$ cat src/rtl/dcache_miss_ctrl.sv
// Data-cache miss sequencer: stalls the MEM stage on a miss, writes back a dirty victim,
// refills the requested line with fixed memory latency and keeps saturating statistics.
module dcache_miss_ctrl #(
  parameter int DATA_WIDTH  = 32,
  parameter int OFFSET_BITS = 4,
  parameter int MEM_LATENCY = 3,
  parameter int CNT_WIDTH   = 32
) (
  input  logic                  clk,
  input  logic                  rst,
  input  logic                  req_valid_i,
  input  logic                  hit_i,
  input  logic                  victim_dirty_i,
  input  logic [DATA_WIDTH-1:0] req_addr_i,
  input  logic [DATA_WIDTH-1:0] victim_addr_i,
  output logic                  stall_o,
  output logic                  mem_wr_en_o,
  output logic                  mem_rd_en_o,
  output logic [DATA_WIDTH-1:0] mem_addr_o,
  output logic                  refill_en_o,
  output logic                  busy_o,
  output logic [CNT_WIDTH-1:0]  miss_count_o,
  output logic [CNT_WIDTH-1:0]  wb_count_o
);

  localparam int CW = $clog2(MEM_LATENCY + 1);
  localparam logic [CW-1:0] LAST_CNT = CW'(MEM_LATENCY - 1);
  localparam logic [DATA_WIDTH-1:0] LINE_MASK =
    {{(DATA_WIDTH-OFFSET_BITS){1'b1}}, {OFFSET_BITS{1'b0}}};
  localparam logic [CNT_WIDTH-1:0] CNT_MAX = {CNT_WIDTH{1'b1}};

  typedef enum logic [1:0] {
    S_IDLE      = 2'd0,
    S_WRITEBACK = 2'd1,
    S_REFILL    = 2'd2,
    S_DONE      = 2'd3
  } state_t;

  function automatic logic [DATA_WIDTH-1:0] line_align(input logic [DATA_WIDTH-1:0] a);
    return a & LINE_MASK;
  endfunction

  state_t                  state_q, state_d;
  logic [CW-1:0]           cnt_q, cnt_d;
  logic [DATA_WIDTH-1:0]   req_addr_q, req_addr_d;
  logic [DATA_WIDTH-1:0]   victim_addr_q, victim_addr_d;
  logic [CNT_WIDTH-1:0]    miss_cnt_q, miss_cnt_d;
  logic [CNT_WIDTH-1:0]    wb_cnt_q, wb_cnt_d;
  logic                    seq_stall_q, mem_wr_en_q, mem_rd_en_q, refill_en_q, busy_q;
  logic [DATA_WIDTH-1:0]   mem_addr_q, mem_addr_d;
  logic                    miss_s, last_s, miss_inc_s, wb_inc_s;

  assign miss_s     = req_valid_i & ~hit_i;
  assign last_s     = (cnt_q == LAST_CNT);
  assign miss_inc_s = (state_q == S_IDLE) & miss_s;
  assign wb_inc_s   = (state_q == S_WRITEBACK) & (cnt_q == {CW{1'b0}});

  always_comb begin
    state_d       = state_q;
    cnt_d         = cnt_q;
    req_addr_d    = req_addr_q;
    victim_addr_d = victim_addr_q;
    case (state_q)
      S_IDLE: begin
        if (miss_s) begin
          req_addr_d    = req_addr_i;
          victim_addr_d = victim_addr_i;
          cnt_d         = {CW{1'b0}};
          state_d       = victim_dirty_i ? S_WRITEBACK : S_REFILL;
        end else begin
          state_d = S_IDLE;
        end
      end
      S_WRITEBACK: begin
        if (last_s) begin
          cnt_d   = {CW{1'b0}};
          state_d = S_REFILL;
        end else begin
          cnt_d = cnt_q + CW'(1);
        end
      end
      S_REFILL: begin
        if (last_s) begin
          cnt_d   = {CW{1'b0}};
          state_d = S_DONE;
        end else begin
          cnt_d = cnt_q + CW'(1);
        end
      end
      S_DONE:  state_d = S_IDLE;
      default: state_d = S_IDLE;
    endcase

    case (state_d)
      S_WRITEBACK: mem_addr_d = line_align(victim_addr_d);
      S_REFILL:    mem_addr_d = line_align(req_addr_d);
      default:     mem_addr_d = {DATA_WIDTH{1'b0}};
    endcase

    miss_cnt_d = (miss_inc_s && (miss_cnt_q != CNT_MAX)) ? miss_cnt_q + CNT_WIDTH'(1) : miss_cnt_q;
    wb_cnt_d   = (wb_inc_s && (wb_cnt_q != CNT_MAX)) ? wb_cnt_q + CNT_WIDTH'(1) : wb_cnt_q;
  end

  // Strobes are registered from the next state so they line up with the state they belong to.
  always_ff @(posedge clk) begin
    if (rst) begin
      state_q       <= S_IDLE;
      cnt_q         <= {CW{1'b0}};
      req_addr_q    <= {DATA_WIDTH{1'b0}};
      victim_addr_q <= {DATA_WIDTH{1'b0}};
      miss_cnt_q    <= {CNT_WIDTH{1'b0}};
      wb_cnt_q      <= {CNT_WIDTH{1'b0}};
      seq_stall_q   <= 1'b0;
      mem_wr_en_q   <= 1'b0;
      mem_rd_en_q   <= 1'b0;
      refill_en_q   <= 1'b0;
      busy_q        <= 1'b0;
      mem_addr_q    <= {DATA_WIDTH{1'b0}};
    end else begin
      state_q       <= state_d;
      cnt_q         <= cnt_d;
      req_addr_q    <= req_addr_d;
      victim_addr_q <= victim_addr_d;
      miss_cnt_q    <= miss_cnt_d;
      wb_cnt_q      <= wb_cnt_d;
      seq_stall_q   <= (state_d == S_WRITEBACK) || (state_d == S_REFILL);
      mem_wr_en_q   <= (state_d == S_WRITEBACK) && (cnt_d == {CW{1'b0}});
      mem_rd_en_q   <= (state_d == S_REFILL);
      refill_en_q   <= (state_d == S_REFILL) && (cnt_d == LAST_CNT);
      busy_q        <= (state_d != S_IDLE);
      mem_addr_q    <= mem_addr_d;
    end
  end

  // Reset silences stall and strobes already in the cycle it is asserted.
  assign stall_o      = ~rst & (seq_stall_q | miss_inc_s);
  assign mem_wr_en_o  = ~rst & mem_wr_en_q;
  assign mem_rd_en_o  = ~rst & mem_rd_en_q;
  assign refill_en_o  = ~rst & refill_en_q;
  assign mem_addr_o   = mem_addr_q;
  assign busy_o       = busy_q;
  assign miss_count_o = miss_cnt_q;
  assign wb_count_o   = wb_cnt_q;

endmodule

$ cat config.mk
export PLATFORM = sky130hd
export DESIGN_NAME = dcache_miss_ctrl
export DESIGN_NICKNAME = d
export VERILOG_FILES = /design/src/rtl/dcache_miss_ctrl.sv
export SDC_FILE = /design/constraint.sdc
export NUM_CORES = 1
export LEC_CHECK = 0
export ABC_CLOCK_PERIOD_IN_PS = 3800
export BUFFER_PORTS_ARGS = -buffer_cell sky130_fd_sc_hd__buf_2
export CORE_MARGIN = 1.5
export CORE_UTILIZATION = 53
export DETAILED_ROUTE_END_ITERATION = 12
export GPL_TIMING_DRIVEN = 0
export PLACE_DENSITY = 0.82
export SETUP_SLACK_MARGIN = 0.5
export SLEW_MARGIN = 20
export SYNTH_ARGS = -nofsm -noshare
export SYNTH_HDL_FRONTEND = slang
export SYNTH_SLANG_ARGS = --single-unit
$ cat constraint.sdc
create_clock -name clk -period 3.8 [get_ports clk]
set_clock_uncertainty 0.2 [all_clocks]
set_input_delay 0.19 -clock clk [delete_from_list [all_inputs] [get_ports clk]]
set_output_delay 0.19 -clock clk [all_outputs]
set_load 0.03 [all_outputs]
## After elaboration in Yosys (flattened, before gate mapping)

Cells that the tools add are included.

- Register bits after elaboration: 169
- Input port bits: 69
- Logic and storage cells: 60

- Add/sub/neg operators: 3
- Equality and inequality tests: 9
- Muxes and demuxes: 13
- Bitwise logic cells: 10
- Reduce and logical (&&, ||, !) cells: 11

Operator list:

| operator | number |
|---|---|
| $mux 32 | 4 |
| $add 32x1->32 const B | 2 |
| $ne 32x32->1 const B | 2 |
| $pmux 32 s2 | 1 |
| $mux 2 | 6 |
| $eq 2x2->1 const B | 5 |
| $pmux 2 s4 | 1 |
| $and 1x1->1 | 7 |
| $logic_not 2->1 | 3 |
| $eq 2x1->1 const B | 2 |
| $logic_and 1x1->1 | 4 |
| $pmux 2 s2 | 1 |
| $add 2x1->2 const B | 1 |
| $not 1->1 | 2 |
| $reduce_and 2->1 | 1 |
| $reduce_bool 2->1 | 1 |
| $reduce_or 2->1 | 1 |
| $logic_or 1x1->1 | 1 |
| $or 1x1->1 | 1 |

## Longest topological paths before layout

Gate-level depths: netlist of run 1.

- Word-level depth: 6
- Depth in mapped cells: 13

## Least setup slack after synthesis of run 1

OpenSTA, ideal clock, no wires.

- Path kind: register to register
- From: register state_q[0]
- To: register mem_addr_q[22] (netlist: mem_addr_o[22])
- Setup time: 0.127 ns
- Arrival time: 2.891 ns
- Setup slack: 0.582 ns
- Cell stages (with the launch flop): 13
- Buffers on the path: 5
- Period minus slack after synthesis: 3.218 ns
- Cells stage by stage: dfxtp_1 inv_1 ha_1 and3b_1 clkbuf_1 buf_1 clkbuf_1 a21oi_1 ha_1 nand2b_1 clkbuf_1 clkbuf_1 nor2_1

- Word-level cells in the longest chain between the ends: 4

Ends and longest elaborated chain:

| what | line | text |
|---|---|---|
| start: declaration | 43 | `state_t state_q, state_d;` |
| start signal: assignment | 120 | `state_q <= state_d;` |
| $eq 2x2->1, or another cell as far along | 63 | `case (state_q)` |
| $pmux 2 s4 | 63 |  |
| $eq 2x2->1 or $eq 2x1->1 (tied branches) | 94 | `case (state_d)` |
| $pmux 32 s2 (*) | 94 |  |
| end signal: assignment | 118 | `mem_addr_q <= {DATA_WIDTH{1'b0}};` |
| end signal: assignment | 131 | `mem_addr_q <= mem_addr_d;` |
| end: declaration | 50 | `logic [DATA_WIDTH-1:0] mem_addr_q, mem_addr_d;` |

Every way passes the cells marked *; elsewhere a longest branch is shown, timed or not.
A chain may end at the register's enable or synchronous reset.

## Worst setup path after layout of run 1

- From: register state_q[0]
- To: register mem_addr_q[27] (netlist: mem_addr_o[27])

The elaborated chain is that of the path after synthesis.

==> run metrics, run 1 <==
proportion of synthesized flip-flops having asynchronous set or reset=0%; wire length of the first global-routing pass=29,800 um; critical-path maximum fanout=10; detailed-route DRC error count=0; I/O pin count=170; Final Critical Period=3080 ps; number of placed cells counting well taps=1,153; ys flop type=dfxtp_1; cell breakdown of the critical path=inv_1, ha_1, and3b_1, clkbuf_2, clkbuf_4, buf_2, a21oi_4, ha_1, nand2b_1, clkbuf_2, buf_2, nor2_1; number of flip-flops and latches in the synthesized netlist=157; switching power summed over all nets=824 uW; worst path bufs/invs=6; Max-Cap Viols=0; kind of critical path=reg2reg; area added between synthesis and finish=32.0%; hpwl dp=12,400 um; final hold violation count=0; pin count of the biggest net entering global routing=17; unrepaired setup endpoints after global routing=false; clock share of power=46.0%; fraction of power spent switching nets=22.4%; data arrival time of the worst path=3190 ps; total CTS buffers=17; post-synthesis average cell area=8.35 um2; setup violators final=0; floorplan core area=12,600 um2; Via density=5.53; number of enable-type register cells in the synthesized netlist=0; leakage dissipation=3.79 nW; Worst-Margin Slew=995 ps; largest incremental delay on the critical path=320 ps; total clock sinks=157; Die Outline Area=13,600 um2; antenna violations before repair=2; vertical die dimension=117 um; pre-CTS setup slack=-385 ps; grt total ovfl=0; master of the slowest instance on the critical path=dfxtp_1; Final Max Tran Viols=0; synthesized instance count=821; DRC violation total after the first TritonRoute iteration=612; startpoint type of the worst setup path=flip-flop; Final WS setup=720 ps; Power per Cell Area=406 nW/um2; fraction of layout instances using a drive strength above 1=21.2%; depth of the CTS H-tree=4; via count of the routed design=6,869; antenna-violating nets left=0; status=finished clean; post-layout total power=3.67 mW; root buffer selected by CTS=clkbuf_16; type of the most critical hold path=in2reg; endpoint class of the critical path=flip-flop; cell area after technology mapping=6850 um2; Netlist cell types=56; Post-layout nets=1,136; CTS tree=done; required time worst endpoint=3910 ps; largest delay contributor family on the critical path=buffers and inverters; Period Utilization, post-route=81.1%; post-route insts no fill=1,242; Core Rows=41; global placement routability congestion=0.861; router iterations before antenna repair=7; total of warnings raised by yosys=0; final-layout worst hold slack=111 ps; global router's overall resource usage=28.1%; share of the yosys chip area belonging to registers=45.9%; logic gate share of total power=7.9%; achievable frequency=325 MHz; Register Area=3140 um2; number of port buffers=157; relative contribution of sequential cells to total power=46.2%; DIE WIDTH=117 um; final wirelength=19,100 um; buffer depth of the longest clock path=2; count of filler cells inserted in the layout=984; worst vdd ir=0.272 mV; multi-input gate area in the final layout=3490 um2; number of global-route vias before repair=6,283; Worst-path clk slew=60 ps; worst relative slew slack=33.0%; design internal power=2.85 mW; Routed wire per std cell=15.4 um; initial cell density of the core=54.3%; clock latency at the later pin of the worst-skew pair=430 ps
-- cell usage after synthesis (all sizes together), types with 2 or more instances --
cell	n	area share [%]
or4	23	2.7
a22oi	10	1.1
clkbuf	38	2.1
o21a	3	0.33
mux2i	19	2.8
o31ai	22	2.5
o21ai	30	2.2
inv	10	0.55
nor2	72	3.9
and2	2	0.18
ha	10	1.8
xor2	8	1.0
nand3b	3	0.33
and3	8	0.73
nor2b	65	5.9
nand4	21	2.2
a21oi	68	5.0
and4	6	0.77
a211oi	2	0.22
o21ba	2	0.29
nor3b	3	0.40
mux2	4	0.66
nand2	141	7.7
buf	12	0.99
nand2b	3	0.27
or3b	2	0.26
dfxtp	157	46
nor3	5	0.44
or3	28	2.6
nand3	21	1.5
nor4	10	0.91
-- through the flow --
step	setup TNS [ps]	cell area (um2)	util (%)
floorplan	0	6870	-
global placement	-4080	7870	62.3
detailed placement	-4330	7870	62.3
CTS	0	9020	71.5
global route	0	9040	71.7
finish	0	9040	71.7
-- power by group through the flow --
stage / sequential (mW) / clock [mW] / combinational (mW)
detailed placement: 1.73 / 0 / 0.232
floorplan: 1.73 / 0 / 0.145
finish: 1.69 / 1.69 / 0.289
global placement: 1.73 / 0 / 0.229
global route: 1.70 / 1.78 / 0.316
CTS: 1.69 / 1.70 / 0.281
-- cell families (layout without fill, tap and decap cells) --
| group | Yosys count | count (layout) | synth area share, % |
|---|---|---|---|
| fa+ha+maj | 10 | 10 | 1.83 |
| simple gates | 419 | 419 | 31.9 |
| compound gates | 143 | 143 | 12.3 |
| buf+inv | 60 | 304 | 3.63 |
| mux | 23 | 23 | 3.43 |
| other cells | 1 | 6 | 0.0547 |
| flops | 157 | 157 | 45.9 |
| xor+xnor | 8 | 8 | 1.02 |
-- cell usage in the layout, fill, tap and decap left out, types with 5 or more instances in the layout --
cell type      instances
nand4_1               19
or4_1                 19
clkbuf_1              33
and3_1                 8
nand2_1              141
or3_1                 25
dlygate4sd3_1         57
mux2i_1               19
a22oi_1               10
nor2_1                72
nor2b_1               65
nand3_1               21
and4_1                 6
buf_4                  5
nor4_1                 9
clkbuf_16             17
ha_1                  10
dfxtp_1              157
o21ai_0               29
xor2_1                 8
clkbuf_2               6
buf_2                163
a21oi_1               67
o31ai_1               21
inv_1                 10
-- final cells by class --
class / instances / share of cell area [%]
tap: 172 / 2.38
buffer: 50 / 2.49
antenna: 2 / 0.0553
timing repair buffer: 214 / 15.0
multi-input combinational: 607 / 38.6
inverter: 10 / 0.415
sequential: 157 / 34.7
clock buffer: 22 / 5.02
clock inverter: 8 / 1.30
-- sequential cells by signal (all words and copies together) (netlist names), 2 cells and up --
name,flops
cnt_q,2
mem_addr_o,28
miss_count_o,32
req_addr_q,28
state_q,2
victim_addr_q,28
wb_count_o,32
-- worst min-delay path, cell delays in order --
cell and delay, ps:
buf_2 110, nand2b_1 70, a21o_1 160, mux2i_1 100, nor2_1 80
-- per-layer routing --
metal  track usage (%)  share of wire [%]  up-vias
met1              33.9                 42     3193
met4              12.2                2.8        0
li1                  -                  -     3330
met5                 0                  0        -
met3              6.33                6.6       44
met2              48.1                 49      302
-- path summary, 6_finish.rpt --
| path | slack (ps) | to | start | cells after the start |
|---|---|---|---|---|
| max | 720 | mem_addr_o[27] | state_q[0] | 12 |
| min | 110 | cnt_q[0] | req_valid_i | 5 |
| max reg2reg | 720 | mem_addr_o[27] | state_q[0] | 12 |
| min reg2reg | 290 | req_addr_q[28] | req_addr_q[28] | 2 |
-- timing repair --
| action | in CTS | in global routing |
|---|---|---|
| gates resized for setup | 9 | 7 |
| setup endpoints to repair | 33 | 30 |
| buffers inserted | 0 | 0 |
| hold endpoints to repair | 86 | 0 |
| hold buffers | 57 | 0 |
Note: power is estimated with default switching activity, not from simulation.
==> run 2, diff against run 1 <==
Settings changed: ABC_CLOCK_PERIOD_IN_PS 3800 to 2900.
Clock period 3.8 ns to 2.9 ns, I/O delays scaled along.
==> run 2 against run 1 <==
Net effect: worst hold slack got worse by 35 ps; combinational power is 58% higher; clock power up 38%; final area up 11%; non-clock buffer count up 40.
==> run metrics, run 2 (synthesis results as in run 1) <==
final hold violation count=0 (unchanged); Worst-path clk slew=60 ps (about the same); initial cell density of the core=54.3% (unchanged); pin count of the biggest net entering global routing=17 (unchanged); count of filler cells inserted in the layout=806 (was 984); achievable frequency=400 MHz (was 325 MHz); unrepaired setup endpoints after global routing=true (was false); Post-layout nets=1,177 (was 1,136); largest delay contributor family on the critical path=simple AND/OR/NAND/NOR gates (was buffers and inverters); beginning of the worst register-to-register path=state_q[1] (was state_q[0]); via count of the routed design=7,390 (was 6,869); Register-to-Register Path Depth=7 (was 12); multi-input gate area in the final layout=3860 um2 (was 3490 um2); vertical die dimension=117 um (unchanged); largest incremental delay on the critical path=420 ps (was 320 ps); type of the most critical hold path=in2reg (unchanged); worst relative slew slack=54.5% (was 33.0%); setup violators final=0 (unchanged); CTS tree=done (unchanged); Register Area=3200 um2 (was 3140 um2); startpoint type of the worst setup path=flip-flop (unchanged); fraction of layout instances using a drive strength above 1=33.0% (was 21.2%); I/O pin count=170 (unchanged); most used cells in the layout excluding fill and tap cells=buf_2, nand2_1, dfxtp_1 (was buf_2, dfxtp_1, nand2_1); Max-Cap Viols=0 (unchanged); Layout Utilization=79.2% (was 71.7%); antenna-violating nets left=0 (unchanged); required time worst endpoint=3010 ps (was 3910 ps); setup slack of the worst register-to-register path=400 ps (was 720 ps); buffer depth of the longest clock path=2 (unchanged); Via density=5.76 (was 5.53); cell breakdown of the critical path=inv_4, ha_4, or3b_4, nor3b_4, o21ai_2, nor4_1, mux2_2 (was inv_1, ha_1, and3b_1, clkbuf_2, clkbuf_4, buf_2, a21oi_4, ha_1, nand2b_1, clkbuf_2, buf_2, nor2_1); data arrival time of the worst path=2610 ps (was 3190 ps); worst path bufs/invs=1 (was 6); detailed-route DRC error count=0 (unchanged); leakage dissipation=4.24 nW (was 3.79 nW); router iterations before antenna repair=7 (unchanged); critical-path maximum fanout=9 (was 10); count of antenna diodes in the layout=0 (was 2); global router's overall resource usage=31.7% (was 28.1%); Worst-Margin Slew=682 ps (was 995 ps); Core Rows=41 (unchanged); DRC violation total after the first TritonRoute iteration=686 (was 612); floorplan core area=12,600 um2 (unchanged); kind of critical path=reg2reg (unchanged); Routed wire per std cell=17.7 um (was 15.4 um); global placement routability congestion=0.829 (was 0.861); Final Max Tran Viols=0 (unchanged); number of global-route vias before repair=6,904 (was 6,283); leading cell type in the layout, fill and taps excluded=buf_2 (unchanged); area added between synthesis and finish=45.9% (was 32.0%); clock latency at the later pin of the worst-skew pair=430 ps (about the same); post-layout total power=4.99 mW (was 3.67 mW); beginning of the critical path=state_q[1] (was state_q[0]); depth of the CTS H-tree=4 (unchanged); startpoint of the lowest-slack hold path=rst (was req_valid_i); Power per Cell Area=500 nW/um2 (was 406 nW/um2); master of the slowest instance on the critical path=or3b_4 (was dfxtp_1); antenna violations before repair=0 (was 2); total CTS buffers=17 (unchanged); total negative slack for setup checks=0 ps (unchanged); DIE WIDTH=117 um (unchanged); number of port buffers=157 (unchanged); total clock sinks=157 (unchanged); endpoint class of the critical path=flip-flop (unchanged); Period Utilization, post-route=86.2% (was 81.1%); Die Outline Area=13,600 um2 (unchanged); status=finished clean (unchanged); wire length of the first global-routing pass=33,500 um (was 29,800 um); sink of the worst hold path=mem_addr_o[31] (was cnt_q[0]); post-route insts no fill=1,283 (was 1,242); grt total ovfl=0 (unchanged); instance area at placement=7980 um2 (was 7870 um2); Final Critical Period=2500 ps (was 3080 ps); Cells on Worst Hold Path=5 (unchanged); number of placed cells counting well taps=1,153 (unchanged); hpwl dp=12,700 um (was 12,400 um); final instance area=10000 um2 (was 9040 um2); reg2reg end=wb_count_o[16] (was mem_addr_o[27]); root buffer selected by CTS=clkbuf_16 (unchanged); final wirelength=22,800 um (was 19,100 um); worst vdd ir=0.414 mV (was 0.272 mV)
==> run 2: cell types whose count changed in the layout (fill, tap and decap cells not counted), moves of 8 or more <==
cell / previous run / this run
buf_4: 5 / 44
dfxtp_1: 157 / 131
clkbuf_1: 33 / 17
dfxtp_2: 0 / 16
a21oi_1: 67 / 52
a21oi_2: 0 / 10
dfxtp_4: 0 / 10
o21ai_0: 29 / 20
a22oi_1: 10 / 2
a22oi_2: 0 / 8
==> run 2: worst reg2reg max path, cell delays in order (launching register included) <==
cell	delay, ps
dfxtp_2	340
inv_4	80
ha_4	160
or3b_4	420
nor3b_4	270
o21ai_2	190
nor4_1	340
mux2_2	390
==> run 2: how the worst max path moves through the flow <==
stage / slack [ps] / endpoint / cells after the start
floorplan: 500 / wb_count_o[9] / 7
global placement: -120 / mem_addr_o[11] / 11
detailed placement: -110 / mem_addr_o[11] / 11
CTS: 500 / miss_count_o[20] / 6
global route: 330 / wb_count_o[16] / 7
finish: 400 / wb_count_o[16] / 7
==> run 2: final cells by class <==
class / instances / share of cell area, %
plain buffers: 50 / 3.83
clock buffers: 18 / 4.51
clock inverters: 14 / 1.64
inverters: 10 / 0.426
multi-input cells: 608 / 38.6
flip-flops and latches: 157 / 32.0
well taps: 172 / 2.15
repair buffers: 254 / 16.8
==> run 2: power breakdown <==
| part | internal [mW] | total [mW] | switching (mW) |
|---|---|---|---|
| sequential | 2.19 | 2.21 | 0.0181 |
| clock | 1.40 | 2.33 | 0.924 |
| combinational | 0.207 | 0.457 | 0.249 |
| total | 3.80 | 4.99 | 1.19 |
==> run 2: metal layers <==
metal	vias up	global-route usage (%)	routed length [um]
li1	3411	-	-
met5	-	0	0
met1	3504	37.8	9000
met4	0	14.5	794
met3	80	6.49	1570
met2	395	54.9	11400
==> run 2: metrics by stage <==
| step | setup slack (ps) | hold slack (ps) |
|---|---|---|
| after global placement | -123 | 206 |
| after CTS | 500 | 42.9 |
| after global routing | 335 | 87.5 |
| final | 401 | 76.1 |
| after detailed placement | -106 | 215 |
| after floorplan | 502 | 94.2 |
==> run 2: repair_timing <==
| item | in CTS | in global routing |
|---|---|---|
| hold buffers | 57 | 0 |
| pin swaps | 10 | 29 |
| cloned | 3 | 0 |
| gates resized for setup | 48 | 103 |
| setup buffers | 26 | 12 |
| endpoints found under the hold margin | 86 | 0 |
| endpoints found under the setup margin | 80 | 82 |
